**src/rtl/ps2_pkg.sv**
```systemverilog
// Shared definitions for the PS/2 keyboard front end: Set-2 scan codes,
// key bit positions and the state types of the init and parser FSMs.
package ps2_pkg;

    localparam logic [7:0] SC_EXT      = 8'hE0;
    localparam logic [7:0] SC_BRK      = 8'hF0;
    localparam logic [7:0] SC_PAUSE    = 8'hE1;
    localparam logic [7:0] SC_ACK      = 8'hFA;
    localparam logic [7:0] SC_BAT_OK   = 8'hAA;
    localparam logic [7:0] SC_BAT_FAIL = 8'hFC;
    localparam logic [7:0] CMD_RESET   = 8'hFF;

    localparam logic [7:0] KC_SPACE = 8'h29;
    localparam logic [7:0] KC_UP    = 8'h75;
    localparam logic [7:0] KC_DOWN  = 8'h72;
    localparam logic [7:0] KC_ENTER = 8'h5A;
    localparam logic [7:0] KC_ESC   = 8'h76;

    localparam int KEY_JUMP  = 0;
    localparam int KEY_UP    = 1;
    localparam int KEY_DOWN  = 2;
    localparam int KEY_ENTER = 3;
    localparam int KEY_PAUSE = 4;
    localparam int NUM_KEYS  = 5;

    // The Pause key sends E1 followed by seven more bytes that carry no key state.
    localparam logic [2:0] PAUSE_TAIL = 3'd7;

    typedef enum logic [2:0] {
        I_SEND,
        I_WAIT_TX,
        I_WAIT_ACK,
        I_WAIT_BAT,
        RUN
    } init_state_t;

    typedef enum logic [2:0] {
        P_IDLE,
        P_EXT,
        P_BRK,
        P_EXT_BRK,
        P_SKIP
    } parse_state_t;

    function automatic logic [NUM_KEYS-1:0] key_mask(input logic [7:0] code,
                                                     input logic       extended);
        logic [NUM_KEYS-1:0] mask;
        mask = '0;
        if (extended) begin
            if (code == KC_UP)
                mask[KEY_UP] = 1'b1;
            else if (code == KC_DOWN)
                mask[KEY_DOWN] = 1'b1;
        end else begin
            if (code == KC_SPACE)
                mask[KEY_JUMP] = 1'b1;
            else if (code == KC_ENTER)
                mask[KEY_ENTER] = 1'b1;
            else if (code == KC_ESC)
                mask[KEY_PAUSE] = 1'b1;
        end
        return mask;
    endfunction

endpackage

```
**src/rtl/ps2_scan_parser.sv**
```systemverilog
// Prefix-aware Set-2 parser: turns make/break/extended byte sequences into a
// held-key bitmap and single-cycle press pulses for the five game keys.
module ps2_scan_parser
    import ps2_pkg::*;
(
    input  logic                Clock,
    input  logic                reset,
    input  logic                enable,
    input  logic [7:0]          rx_data,
    input  logic                rx_valid,
    output logic [NUM_KEYS-1:0] keys_held,
    output logic [NUM_KEYS-1:0] keys_pressed
);

    parse_state_t        state;
    parse_state_t        state_next;
    logic [2:0]          skip_count;
    logic [2:0]          skip_next;
    logic [NUM_KEYS-1:0] held_next;
    logic [NUM_KEYS-1:0] held_prev;

    always_ff @(posedge Clock) begin
        if (!reset)
            state <= P_IDLE;
        else
            state <= state_next;
    end

    // A BAT-OK byte at any point means the keyboard was re-plugged, so all
    // partially parsed prefixes and held keys are discarded.
    always_comb begin
        state_next = state;
        skip_next  = skip_count;
        held_next  = keys_held;
        if (enable && rx_valid) begin
            if (rx_data == SC_BAT_OK) begin
                held_next  = '0;
                state_next = P_IDLE;
            end else begin
                case (state)
                    P_IDLE: begin
                        if (rx_data == SC_EXT) begin
                            state_next = P_EXT;
                        end else if (rx_data == SC_BRK) begin
                            state_next = P_BRK;
                        end else if (rx_data == SC_PAUSE) begin
                            state_next = P_SKIP;
                            skip_next  = PAUSE_TAIL;
                        end else begin
                            held_next = keys_held | key_mask(rx_data, 1'b0);
                        end
                    end
                    P_EXT: begin
                        if (rx_data == SC_BRK) begin
                            state_next = P_EXT_BRK;
                        end else begin
                            held_next  = keys_held | key_mask(rx_data, 1'b1);
                            state_next = P_IDLE;
                        end
                    end
                    P_BRK: begin
                        held_next  = keys_held & ~key_mask(rx_data, 1'b0);
                        state_next = P_IDLE;
                    end
                    P_EXT_BRK: begin
                        held_next  = keys_held & ~key_mask(rx_data, 1'b1);
                        state_next = P_IDLE;
                    end
                    P_SKIP: begin
                        skip_next = skip_count - 3'd1;
                        if (skip_count <= 3'd1)
                            state_next = P_IDLE;
                    end
                    default: state_next = P_IDLE;
                endcase
            end
        end
    end

    // Press pulses compare the bitmap against its previous value, so a
    // typematic repeat of an already-held key never pulses again.
    always_ff @(posedge Clock) begin
        if (!reset) begin
            skip_count   <= '0;
            keys_held    <= '0;
            held_prev    <= '0;
            keys_pressed <= '0;
        end else begin
            skip_count   <= skip_next;
            keys_held    <= held_next;
            held_prev    <= keys_held;
            keys_pressed <= keys_held & ~held_prev;
        end
    end

endmodule

```
**src/rtl/ps2_key_sequencer.sv**
```systemverilog
// Keyboard front end: resets the keyboard at power-up (with timeout and
// retry), then hands the byte stream to the scan-code parser.
module ps2_key_sequencer
    import ps2_pkg::*;
#(
    parameter int CLOCK_FREQUENCY = 25000000,
    parameter int TIMEOUT_MS      = 1000,
    parameter int MAX_RETRIES     = 3
) (
    input  logic                Clock,
    input  logic                reset,
    input  logic [7:0]          rx_data,
    input  logic                rx_valid,
    output logic [7:0]          tx_cmd,
    output logic                tx_send,
    input  logic                tx_done,
    input  logic                tx_error,
    output logic [NUM_KEYS-1:0] keys_held,
    output logic [NUM_KEYS-1:0] keys_pressed,
    output logic                init_done,
    output logic                init_fail
);

    localparam int TIMEOUT_CYCLES = CLOCK_FREQUENCY / 1000 * TIMEOUT_MS;
    localparam int TIMER_W        = $clog2(TIMEOUT_CYCLES + 1);
    localparam int RETRY_W        = $clog2(MAX_RETRIES + 1);

    init_state_t          state;
    init_state_t          state_next;
    logic [TIMER_W-1:0]   timer;
    logic [RETRY_W-1:0]   retry_count;
    logic [RETRY_W-1:0]   retry_next;
    logic                 timeout;
    logic                 waiting;
    logic                 retry;
    logic                 give_up;

    assign waiting = (state == I_WAIT_TX) || (state == I_WAIT_ACK) || (state == I_WAIT_BAT);
    assign timeout = waiting && (timer == TIMER_W'(TIMEOUT_CYCLES - 1));

    always_ff @(posedge Clock) begin
        if (!reset)
            state <= I_SEND;
        else
            state <= state_next;
    end

    // An exhausted retry budget still lands in RUN so that a keyboard which
    // never answers the reset command remains usable.
    always_comb begin
        state_next = state;
        retry_next = retry_count;
        retry      = 1'b0;
        give_up    = 1'b0;
        case (state)
            I_SEND: state_next = I_WAIT_TX;
            I_WAIT_TX: begin
                if (tx_done)
                    state_next = I_WAIT_ACK;
                else if (tx_error || timeout)
                    retry = 1'b1;
            end
            I_WAIT_ACK: begin
                if (rx_valid && rx_data == SC_ACK)
                    state_next = I_WAIT_BAT;
                else if (timeout)
                    retry = 1'b1;
            end
            I_WAIT_BAT: begin
                if (rx_valid && rx_data == SC_BAT_OK)
                    state_next = RUN;
                else if ((rx_valid && rx_data == SC_BAT_FAIL) || timeout)
                    retry = 1'b1;
            end
            RUN:     state_next = RUN;
            default: state_next = I_SEND;
        endcase
        if (retry) begin
            retry_next = retry_count + RETRY_W'(1);
            if (retry_next < RETRY_W'(MAX_RETRIES)) begin
                state_next = I_SEND;
            end else begin
                give_up    = 1'b1;
                state_next = RUN;
            end
        end
    end

    // The step timer restarts on every state change and only runs while
    // waiting on the keyboard.
    always_ff @(posedge Clock) begin
        if (!reset) begin
            timer       <= '0;
            retry_count <= '0;
            tx_send     <= 1'b0;
            tx_cmd      <= 8'h00;
            init_done   <= 1'b0;
            init_fail   <= 1'b0;
        end else begin
            retry_count <= retry_next;
            timer       <= (state_next != state || !waiting) ? '0 : timer + TIMER_W'(1);
            tx_send     <= (state == I_SEND);
            if (state == I_SEND)
                tx_cmd <= CMD_RESET;
            if (state_next == RUN)
                init_done <= 1'b1;
            if (give_up)
                init_fail <= 1'b1;
        end
    end

    ps2_scan_parser u_parser (
        .Clock        (Clock),
        .reset        (reset),
        .enable       (state == RUN),
        .rx_data      (rx_data),
        .rx_valid     (rx_valid),
        .keys_held    (keys_held),
        .keys_pressed (keys_pressed)
    );

endmodule

```
**config.mk**
```make
export PLATFORM = sky130hd
export DESIGN_NAME = ps2_key_sequencer
export DESIGN_NICKNAME = d
export VERILOG_FILES = /design/src/rtl/ps2_pkg.sv /design/src/rtl/ps2_scan_parser.sv /design/src/rtl/ps2_key_sequencer.sv
export SDC_FILE = /design/constraint.sdc
export NUM_CORES = 1
export LEC_CHECK = 0
export CAP_MARGIN = 20
export CORE_MARGIN = 8
export CORE_UTILIZATION = 25
export DETAILED_ROUTE_END_ITERATION = 6
export GPL_TIMING_DRIVEN = 0
export PLACE_DENSITY = 0.53
export REMOVE_ABC_BUFFERS = 1
export SLEW_MARGIN = 0
export SYNTH_ARGS = -nofsm -noshare
export SYNTH_HDL_FRONTEND = slang
export SYNTH_SLANG_ARGS = --single-unit
export TNS_END_PERCENT = 50
```
**constraint.sdc**
```tcl
create_clock -name Clock -period 2 [get_ports Clock]
set_input_delay 0.4 -clock Clock [delete_from_list [all_inputs] [get_ports Clock]]
set_output_delay 0.4 -clock Clock [all_outputs]
set_load 0.005 [all_outputs]
```
* Word-level counts from Yosys, hierarchy flattened
Index checks and enable logic that the tools add are counted.
** Cells by class
- Multiplexer cells :: 72
- Reductions and logical operators :: 19
- Equality and inequality tests :: 31
- Order comparisons :: 2
- Bitwise operators :: 10
- $add $sub $neg :: 3
** Operators with widths (count)
- $mux 3 :: 20
- $eq 8x8->1 const B :: 6
- $mux 2 :: 18
- $eq 8x7->1 const B :: 4
- $add 25x1->25 const B :: 1
- $eq 25x25->1 const B :: 1
- $mux 5 :: 5
- $mux 1 :: 24
- $pmux 5 s4 :: 1
- $and 5x5->5 :: 3
- $not 5->5 :: 3
- $pmux 3 s5 :: 1
- $eq 3x2->1 const B :: 4
- $ne 3x3->1 const B :: 4
- $reduce_and 6->1 :: 2
- $or 5x5->5 :: 2
- $eq 3x3->1 const B :: 3
- $pmux 3 s3 :: 1
- $eq 8x6->1 const B :: 1
- $eq 3x1->1 const B :: 2
- $logic_not 3->1 :: 2
- $pmux 3 s2 :: 1
- $logic_and 1x1->1 :: 5
- $logic_or 1x1->1 :: 5
- 16 further kinds :: 18
** Storage, ports and cells
- Flip-flop bits (word level) :: 55
- Output and inout port bits :: 21
- Logic and storage cells :: 149

* Longest topological paths before layout
Gate-level depths: netlist of run 1.
- Depth in word-level cells :: 16
- Depth in mapped cells :: 7
- Gate-level depth less buffers :: 6

* Hierarchy
Synthesis of run 1 repeated with hierarchy kept, for this count alone.
** Unflattened totals
- Cells, all modules :: 325
- Area, all modules :: 3034.2 sq um
** Modules (own cells, without submodules)
- ps2_key_sequencer :: times used 1, area an instance 1918.1 sq um, cells an instance 197
- ps2_scan_parser :: times used 1, area an instance 1116.1 sq um, cells an instance 128

* Least setup slack after synthesis of run 1
OpenSTA, ideal clock, no wires.
- Path type :: in2reg
- Start :: input rx_data[2]
- End :: register timer[18]
- Required time :: 1.865 ns
- Path slack :: -0.072 ns
- Setup time :: 0.135 ns
- Arrival :: 1.937 ns
- Cell stages on the path :: 7
- Path through :: buf_2 -> and4bb_2 -> nand3_1 -> nor3b_1 -> a211o_2 -> dlymetal6s2s_1 -> nor4_2
** Between the ends
- Longest elaborated chain between the ends :: 10
- Elaborated cells on any way between the ends :: 18
- Classes of those cells :: 4 x eq/ne; 8 x mux; 6 x reduce/logical
** RTL lines
- start, declared :: RTL line ps2_key_sequencer.sv:12 : input logic [7:0] rx_data,
- $eq 8x8->1 :: RTL line ps2_key_sequencer.sv:72 : else if ((rx_valid && rx_data == SC_BAT_FAIL) || timeout)
- $logic_and 1x1->1 :: RTL line ps2_key_sequencer.sv:72
- $logic_or 1x1->1 :: RTL line ps2_key_sequencer.sv:72
- $mux 1 :: RTL line ps2_key_sequencer.sv:72
- $mux 1 :: RTL line ps2_key_sequencer.sv:70 : if (rx_valid && rx_data == SC_BAT_OK)
- $pmux 1 s3 :: RTL line ps2_key_sequencer.sv:55 : case (state)
- $mux 3 (*) :: RTL line ps2_key_sequencer.sv:78 : if (retry) begin
- $ne 3x3->1 (*) :: RTL line ps2_key_sequencer.sv:101 : timer <= (state_next != state || !waiting) ? '0 : timer + TIMER_W'(1);
- $logic_or 1x1->1 (*) :: RTL line ps2_key_sequencer.sv:101
- $reduce_or 2->1 (no source line) (*)
- end signal, assigned :: RTL line ps2_key_sequencer.sv:101
- end, declared :: RTL line ps2_key_sequencer.sv:30 : logic [TIMER_W-1:0] timer;
Mark *: on every way between the ends. The rest lies on a longest branch, timed or not.
A chain may end at the register's enable or synchronous reset.

* Worst setup path in the final report of run 1
- Start :: register timer[6]
- End :: register timer[19]
** Between the ends
- Longest elaborated chain between the ends :: 10
- Elaborated cells on any way between the ends :: 16
- Classes of those cells :: 1 x add/sub; 2 x eq/ne; 8 x mux; 5 x reduce/logical
** RTL lines
- $eq 25x25->1 :: RTL line ps2_key_sequencer.sv:39 : assign timeout = waiting && (timer == TIMER_W'(TIMEOUT_CYCLES - 1));
- $logic_and 1x1->1 :: RTL line ps2_key_sequencer.sv:39
- $logic_or 1x1->1 (on tied branches) :: RTL line ps2_key_sequencer.sv:72, ps2_key_sequencer.sv:60
- $mux 1 (on tied branches) :: RTL line ps2_key_sequencer.sv:72, ps2_key_sequencer.sv:60
- $mux 1 (on tied branches) :: RTL line ps2_key_sequencer.sv:70, ps2_key_sequencer.sv:58
- $pmux 1 s3 :: RTL line ps2_key_sequencer.sv:55
- $mux 3 :: RTL line ps2_key_sequencer.sv:78
- $ne 3x3->1 :: RTL line ps2_key_sequencer.sv:101
- $logic_or 1x1->1 :: RTL line ps2_key_sequencer.sv:101
- $reduce_or 2->1 (no source line)
Parallel ways exist; a longest one is shown, timed or not.

==> out/metrics.yaml, run 1 <==
status: "finished with violations"
violations: "negative setup slack"
die_area_um2: 15600
relSlewSlack_pct: 53.4
hold_buffers: 0
cp_top_family: "simple AND/OR/NAND/NOR gates"
synth.avg_cell_area_um2: 9.04
drtPass1Iterations: 4
final_layout_size_suffix_gt1_share_pct: 21.8
clk_pin_slew_worst_paths_ns: 0.07
final_cell_area_um2: 3870
worstPathRequired_ns: 2.17
cts_sinks: 55
grt.overflow.total: 0
wl_met3_um: 526
synth_area_um2: 2960
slowest_delay_ns: 0.52
ys.flop_type: "dfxtp_1"
whs_ns: 0.381
critPathCaptureType: "flop"
dpl.hpwl_um: 5040
drtAntennaViolNets: 0
vias: 2633
cts_buffer_depth: 2
r2r_start: "timer[6]"
clock_latency_ns: 0.29
diodes: 0
cpMaxStageDelayCell: "or4b_4"
setup_slack_ns: -0.108
reg2reg_to: "timer[19]"
routed_wl_um: 7700
start_util_pct: 25.8
area_growth_pct: 31.0
synth_edf_count: 0
worstSetupPathType: "reg2reg"
fmax_mhz: 474
fin_nets: 377
whs_endpoint: "u_parser.keys_pressed[4]"
rsz0062_at_grt: "true"
die_w_um: 125
wl_per_cell_um: 15.2
r2r_cells: 7
path_max_fanout: 7
rows: 39
finalSetupTns_ns: -2.02
via_per_inst: 5.21
leakagePower_uw: 0.00125
syn_inst: 327
coreArea_um2: 11500
drt-initial-drc-count: 266
peakVddDrop_mv: 0.366
synth_seq_cells: 55
antenna_found_initial: 0
power_density_nw_per_um2: 643
dpl-instance-area_um2: 3330
tightestPinTransition_ns: 0.700
min_from: "u_parser.held_prev[4]"
synth.distinct_cells: 64
gp_congestion: 0.827
hold_violations: 0
ys_seq_area_share_pct: 37.3
wl_met1_um: 3360
track_usage_pct: 9.54
cts_tree: "built"
slew_viol_final: 0
fin_crit_sh_pct: 105
grt_max_degree: 26
clockRootBuffer: "clkbuf_16"
ios: 34
period_needed_ns: 2.11
grt_pass1_wl_um: 12600
dr.max_layer_used: "met4"
io_buffers: 33
cp_data_arrival_time_ns: 2.28
holdPathStages: 1
drv_cap: 0
r2r_slack_ns: -0.11
critPathLaunchType: "flop"
grt_pass1_vias: 2591
finClkSkew_ns: 0.00440
worst-path-buf-inv: 2
yosys_warnings: 0
drcViolationCount: 0
cp_cell_sequence: "or4b_4, nor4_4, nand4_4, buf_4, a31oi_4, buf_6, nor4_2"
met2_wirelength_um: 3640
finalSetupViolations: 29
h-tree-depth: 2
hp-class: "reg2reg"
async_flop_share_pct: 0
die_h_um: 125
cts_made_buffers: 5
## how the worst max path moves through the flow
stage               start         to  depth (start not counted)
2_1_floorplan    timer[9]  timer[10]                          5
4_1_cts          timer[6]  timer[10]                          7
3_5_place_dp   rx_data[1]  timer[10]                          6
5_1_grt          timer[6]   timer[2]                          7
6_report         timer[6]  timer[19]                          7
3_3_place_gp   rx_data[1]  timer[17]                          6
## logic make-up (layout without fill, tap and decap cells)
| kind of cell | after synthesis | count (layout) | share of synthesized area [%] |
|---|---|---|---|
| AO/OA/AOI/OAI | 43 | 44 | 11.6 |
| XOR/XNOR | 23 | 23 | 6.82 |
| adder cells (fa/ha/maj) | 3 | 3 | 1.27 |
| buffers and inverters | 38 | 72 | 6.98 |
| flip-flops | 55 | 55 | 37.3 |
| multiplexers | 4 | 4 | 1.35 |
| AND/OR/NAND/NOR | 161 | 161 | 34.7 |
## routing by layer
metal,up-vias,global-route usage (%)
li1,1272,-
met4,0,3.97
met3,17,3.02
met2,93,15.9
met5,-,0
met1,1251,11.0
## Yosys cell counts, drive strengths merged (6+ instances only)
| cell | n | area [um2] |
|---|---|---|
| dfxtp | 55 | 1100 |
| inv | 15 | 56.3 |
| nor3 | 12 | 60.1 |
| nor4 | 33 | 290 |
| nand3 | 17 | 90.1 |
| nor2 | 23 | 86.3 |
| xor2 | 10 | 87.6 |
| nor3b | 6 | 45.0 |
| nand2 | 24 | 90.1 |
| nand4 | 10 | 77.6 |
| buf | 14 | 106 |
| clkbuf | 7 | 27.5 |
| xnor2 | 13 | 114 |
| a21oi | 10 | 50.1 |
## state kept, by name, summed over array words and instances, names as in the netlist, 2 cells and up
register               flops
timer                     25
u_parser.keys_pressed      5
state                      3
retry_count                2
u_parser.skip_count        3
u_parser.state             3
u_parser.keys_held         5
u_parser.held_prev         5
## metrics by stage
step / utilization, % / total power, uW / std cells / setup slack (ns)
final: 33.8 / 2490 / 505 / -0.108
after global routing: 33.8 / 2590 / 505 / -0.172
after CTS: 33.0 / 2490 / 505 / -0.134
after detailed placement: 29.1 / 1420 / 482 / -1.16
after global placement: 28.9 / 1420 / 481 / -1.15
after floorplan: - / 1280 / 305 / -0.374
## cells in the final DEF (no fill, tap or decap), types with 4 or more instances in the layout
| cell | netlist | routed |
|---|---|---|
| buf_4 | 8 | 9 |
| nand4_1 | 9 | 9 |
| dlygate4sd2_1 | 0 | 6 |
| mux2i_1 | 4 | 4 |
| clkdlybuf4s50_1 | 0 | 23 |
| nand2b_1 | 4 | 4 |
| nand2_1 | 24 | 23 |
| nor4_2 | 11 | 13 |
| clkbuf_16 | 0 | 5 |
| nor3_1 | 12 | 10 |
| nor3b_1 | 6 | 4 |
| xor2_1 | 10 | 10 |
| nor2_1 | 23 | 21 |
| o21ai_0 | 4 | 4 |
| a21oi_1 | 10 | 10 |
| xnor2_1 | 13 | 13 |
| inv_1 | 15 | 15 |
| dfxtp_1 | 55 | 50 |
| buf_6 | 1 | 4 |
| nand3_1 | 16 | 15 |
| nor4_1 | 21 | 17 |
## cell type report
| type | instances | area (um2) |
|---|---|---|
| Inverter | 16 | 60.1 |
| Clock inverter | 2 | 35.0 |
| Fill cell | 1152 | 7590 |
| Tap cell | 143 | 179 |
| Clock buffer | 6 | 139 |
| Sequential cell | 55 | 1110 |
| Timing Repair Buffer | 48 | 482 |
| Multi-Input combinational cell | 235 | 1870 |
## repair_timing
action                                 4_1_cts  5_1_grt
endpoints found under the hold margin        0        0
pin swaps                                   11        4
gates cloned                                 2        0
setup buffers                               14        1
gates resized for setup                     39       23
setup endpoints to repair                   43       41
## where the power goes
part	internal [uW]	switching, uW
clock	623	396
combinational	157	180
sequential	1110	24.3
No activity file was read; power rests on OpenSTA's default activity.
==> inputs of run 2 (changes only) <==
--- a/config.mk
+++ b/config.mk
@@ -5,6 +5,7 @@
 export SDC_FILE = /design/constraint.sdc
 export NUM_CORES = 1
 export LEC_CHECK = 0
+export ABC_CLOCK_PERIOD_IN_PS = 2000
 export CAP_MARGIN = 20
 export CORE_MARGIN = 8
 export CORE_UTILIZATION = 25
@@ -15,5 +16,6 @@
 export SLEW_MARGIN = 0
 export SYNTH_ARGS = -nofsm -noshare
 export SYNTH_HDL_FRONTEND = slang
+export SYNTH_HIERARCHICAL = 1
 export SYNTH_SLANG_ARGS = --single-unit
 export TNS_END_PERCENT = 50
==> run 2 against run 1 <==
The flow still finishes with violations (negative setup slack); total power increased by 1.4%; wire length rose by 11%; worst hold slack improved by 0.0020 ns; combinational power grew 29%; worst setup slack got worse by 0.030 ns; critical path type is now in2reg; critical endpoint is now timer[0]; largest cell class unchanged.
==> out/metrics.yaml, run 2 <==
clock_latency_ns: 0.30  # about the same
synth_seq_cells: 55  # unchanged
dpl-instance-area_um2: 3440  # +3.1%
io_buffers: 33  # unchanged
multi_input_area_um2: 2050  # +10%
yosys_warnings: 6  # +6
finalSetupTns_ns: -2.97  # -0.949 ns
async_flop_share_pct: 0  # unchanged
area_growth_pct: 33.5
met2_usage_pct: 17.4  # +1.5 points
regMostFlops: "timer"
routed_wl_um: 8530  # +11%
final_cell_area_um2: 4050  # +4.6%
start_util_pct: 25.5  # -0.30 points
wl_per_cell_um: 16.5  # +8.0%
hold_violations: 0  # unchanged
r2r_cells: 6  # -1
dpl.hpwl_um: 5210  # +3.4%
drt-initial-drc-count: 142  # -47%
grt_busiest_layer: "met2"
final_layout_size_suffix_gt1_share_pct: 26.7  # +4.9 points
cpMaxStageDelayCell: "or4b_4"
grt_pass1_wl_um: 13700  # +8.5%
holdPathStages: 1  # unchanged
leakagePower_uw: 0.00133  # +6.0%
coreArea_um2: 11900  # +3.9%
critPathLaunchType: "primary input"
hp-class: "reg2reg"
cp_data_arrival_time_ns: 2.30  # +0.02 ns
grt_max_degree: 17  # -35%
relSlewSlack_pct: 46.6  # -6.8 points
grt_pass1_vias: 2594  # +0.12%
synth_top_area_cell: "dfxtp_1"
critPathCaptureType: "flop"
cts_sinks: 55  # unchanged
slew_viol_final: 0  # unchanged
cts_tree: "built"
clockRootBuffer: "clkbuf_16"
mostFrequentLayoutCells: "dfxtp_1 (50), nand2_1 (22), clkdlybuf4s50_1 (22)"
peakVddDrop_mv: 0.374  # +2.2%
rows: 40  # +2.6%
cp_top_family: "simple AND/OR/NAND/NOR gates"
syn_inst: 325  # -0.61%
h-tree-depth: 2  # unchanged
fin_nets: 387  # +2.7%
status: "finished with violations"
worstPathRequired_ns: 2.16  # about the same
drtPass1Iterations: 5  # +1
die_area_um2: 15900  # +2.3%
seq_area_um2: 1110  # -0.23%
grt_use_met1_pct: 13.1  # +2.1 points
period_needed_ns: 2.14  # +0.0301 ns
synth.distinct_cells: 63  # -1.6%
slowest_delay_ns: 0.55  # +0.03 ns
n_fill_cell: 1235  # +7.2%
finClkSkew_ns: 0.00436  # -0.0000355 ns
fin_crit_sh_pct: 107  # +1.5 points
drv_cap: 0  # unchanged
via_per_inst: 5.16  # -1.1%
finalSetupViolations: 27  # -6.9%
whs_endpoint: "u_parser/keys_pressed[3]"
synth.avg_cell_area_um2: 9.34  # +3.3%
fmax_mhz: 468  # -1.4%
diodes: 0  # unchanged
power_density_nw_per_um2: 624  # -3.1%
rsz0062_at_grt: "true"
worst-path-buf-inv: 1  # -1
ys_top_cells_by_count: "dfxtp_1 (55), nand2_1 (25), nand3_1 (18), nor4_2 (18)"
setup_slack_ns: -0.138  # -0.0301 ns
track_usage_pct: 10.5  # +0.94 points
hold_buffers: 0  # unchanged
tightestPinTransition_ns: 0.801  # +0.102 ns
ys.flop_type: "dfxtp_1"
reg2reg_to: "timer[20]"
ys_seq_area_share_pct: 36.3  # -0.97 points
die_h_um: 126  # +1.2%
yosysMostFrequentCell: "dfxtp_1"
largest_register_ffs: 25  # unchanged
path_max_fanout: 6  # -1
drtAntennaViolNets: 0  # unchanged
gp_congestion: 0.784  # -5.3%
synth_edf_count: 0  # unchanged
grt.overflow.total: 0  # unchanged
cp_cell_sequence: "buf_12, or4b_4, or4_4, a21oi_4, nand2b_4, o21a_4, nor4_2"
drcViolationCount: 0  # unchanged
violations: "negative setup slack"
synth_area_leaders: "dfxtp_1 (36%), nor4_2 (7.4%), xor2_1 (4.9%)"
met3_usage_pct: 2.32  # -0.70 points
min_from: "u_parser/held_prev[3]"
r2r_start: "state[1]"
vias: 2671  # +1.4%
fin_util_pct: 34.0  # +0.23 points
clk_pin_slew_worst_paths_ns: 0.07  # about the same
synth_top_area_share_pct: 36.3  # -0.97 points
r2r_slack_ns: -0.05  # +0.06 ns
die_w_um: 126  # +1.2%
p_total_uw: 2530  # +1.4%
cts_buffer_depth: 2  # unchanged
synth_area_um2: 3030  # +2.7%
ios: 34  # unchanged
final_common_cell: "dfxtp_1"
antenna_found_initial: 0  # unchanged
worstSetupPathType: "in2reg"
cts_made_buffers: 5  # unchanged
[run 2: changes by cell type after synthesis, sizes merged, moves of 6 or more]
| cell | previous run | this run |
|---|---|---|
| xor2 | 10 | 17 |
| nor2b | 3 | 9 |
| nor2 | 23 | 17 |
| xnor2 | 13 | 7 |
[run 2: worst max path at each step]
stage,startpoint,cells past startpoint,slack [ns],to
2_1_floorplan,rx_data[2],6,-0.41,timer[2]
3_3_place_gp,rx_data[7],7,-1.36,timer[3]
3_5_place_dp,rx_data[7],7,-1.35,timer[5]
4_1_cts,rx_data[6],7,-0.12,timer[1]
5_1_grt,rx_data[6],7,-0.19,timer[11]
6_report,rx_data[6],7,-0.14,timer[0]
[run 2: logic make-up (layout without fill, tap and decap cells)]
logic type / Yosys count / after routing / synth area share [%]
fa+ha+maj: 4 / 4 / 1.65
buf+inv: 33 / 72 / 6.47
simple gates: 168 / 168 / 37.4
xor+xnor: 24 / 24 / 6.93
flops: 55 / 55 / 36.3
mux: 1 / 1 / 0.330
compound gates: 40 / 47 / 10.9
[run 2: metrics by stage]
stage | hold WS, ns | std cells | setup WS [ns]
2_1_floorplan | 0.367 | 306 | -0.411
3_3_place_gp | 0.374 | 486 | -1.36
3_5_place_dp | 0.375 | 488 | -1.35
4_1_cts | 0.385 | 510 | -0.122
5_1_grt | 0.400 | 518 | -0.192
6_report | 0.383 | 518 | -0.138
[run 2: worst register-to-register path, cell delays in order (launching register included)]
cell and delay [ns]:
dfxtp_4 0.46, or3b_1 0.42, nor4_4 0.29, a21oi_4 0.07, nand2b_4 0.19, o21a_4 0.29, nor4_4 0.25
[run 2: metal layers]
metal / vias up / wire length [um]
met3: 12 / 307
met5: - / 0
met2: 63 / 4110
met4: 0 / 133
li1: 1311 / -
met1: 1285 / 3980
[run 2: final cells by class]
cell class	instances	share of cell area, %
clock buffer	7	3.77
sequential	55	27.4
multi-input combinational	244	50.7
timing repair buffer	50	12.1
clock inverter	1	0.185
tap	147	4.54
inverter	14	1.30
[run 2: where the power goes]
group	total, uW	internal, uW	switching (uW)
clock network	948	534	414
logic	435	198	238
registers	1140	1110	28.5
total	2530	1840	681
[run 2: repair_timing]
action | CTS | global route
setup buffers | 9 | 6
setup endpoints to repair | 39 | 35
pin swaps | 38 | 18
gates resized for setup | 67 | 30
gates cloned | 5 | 2
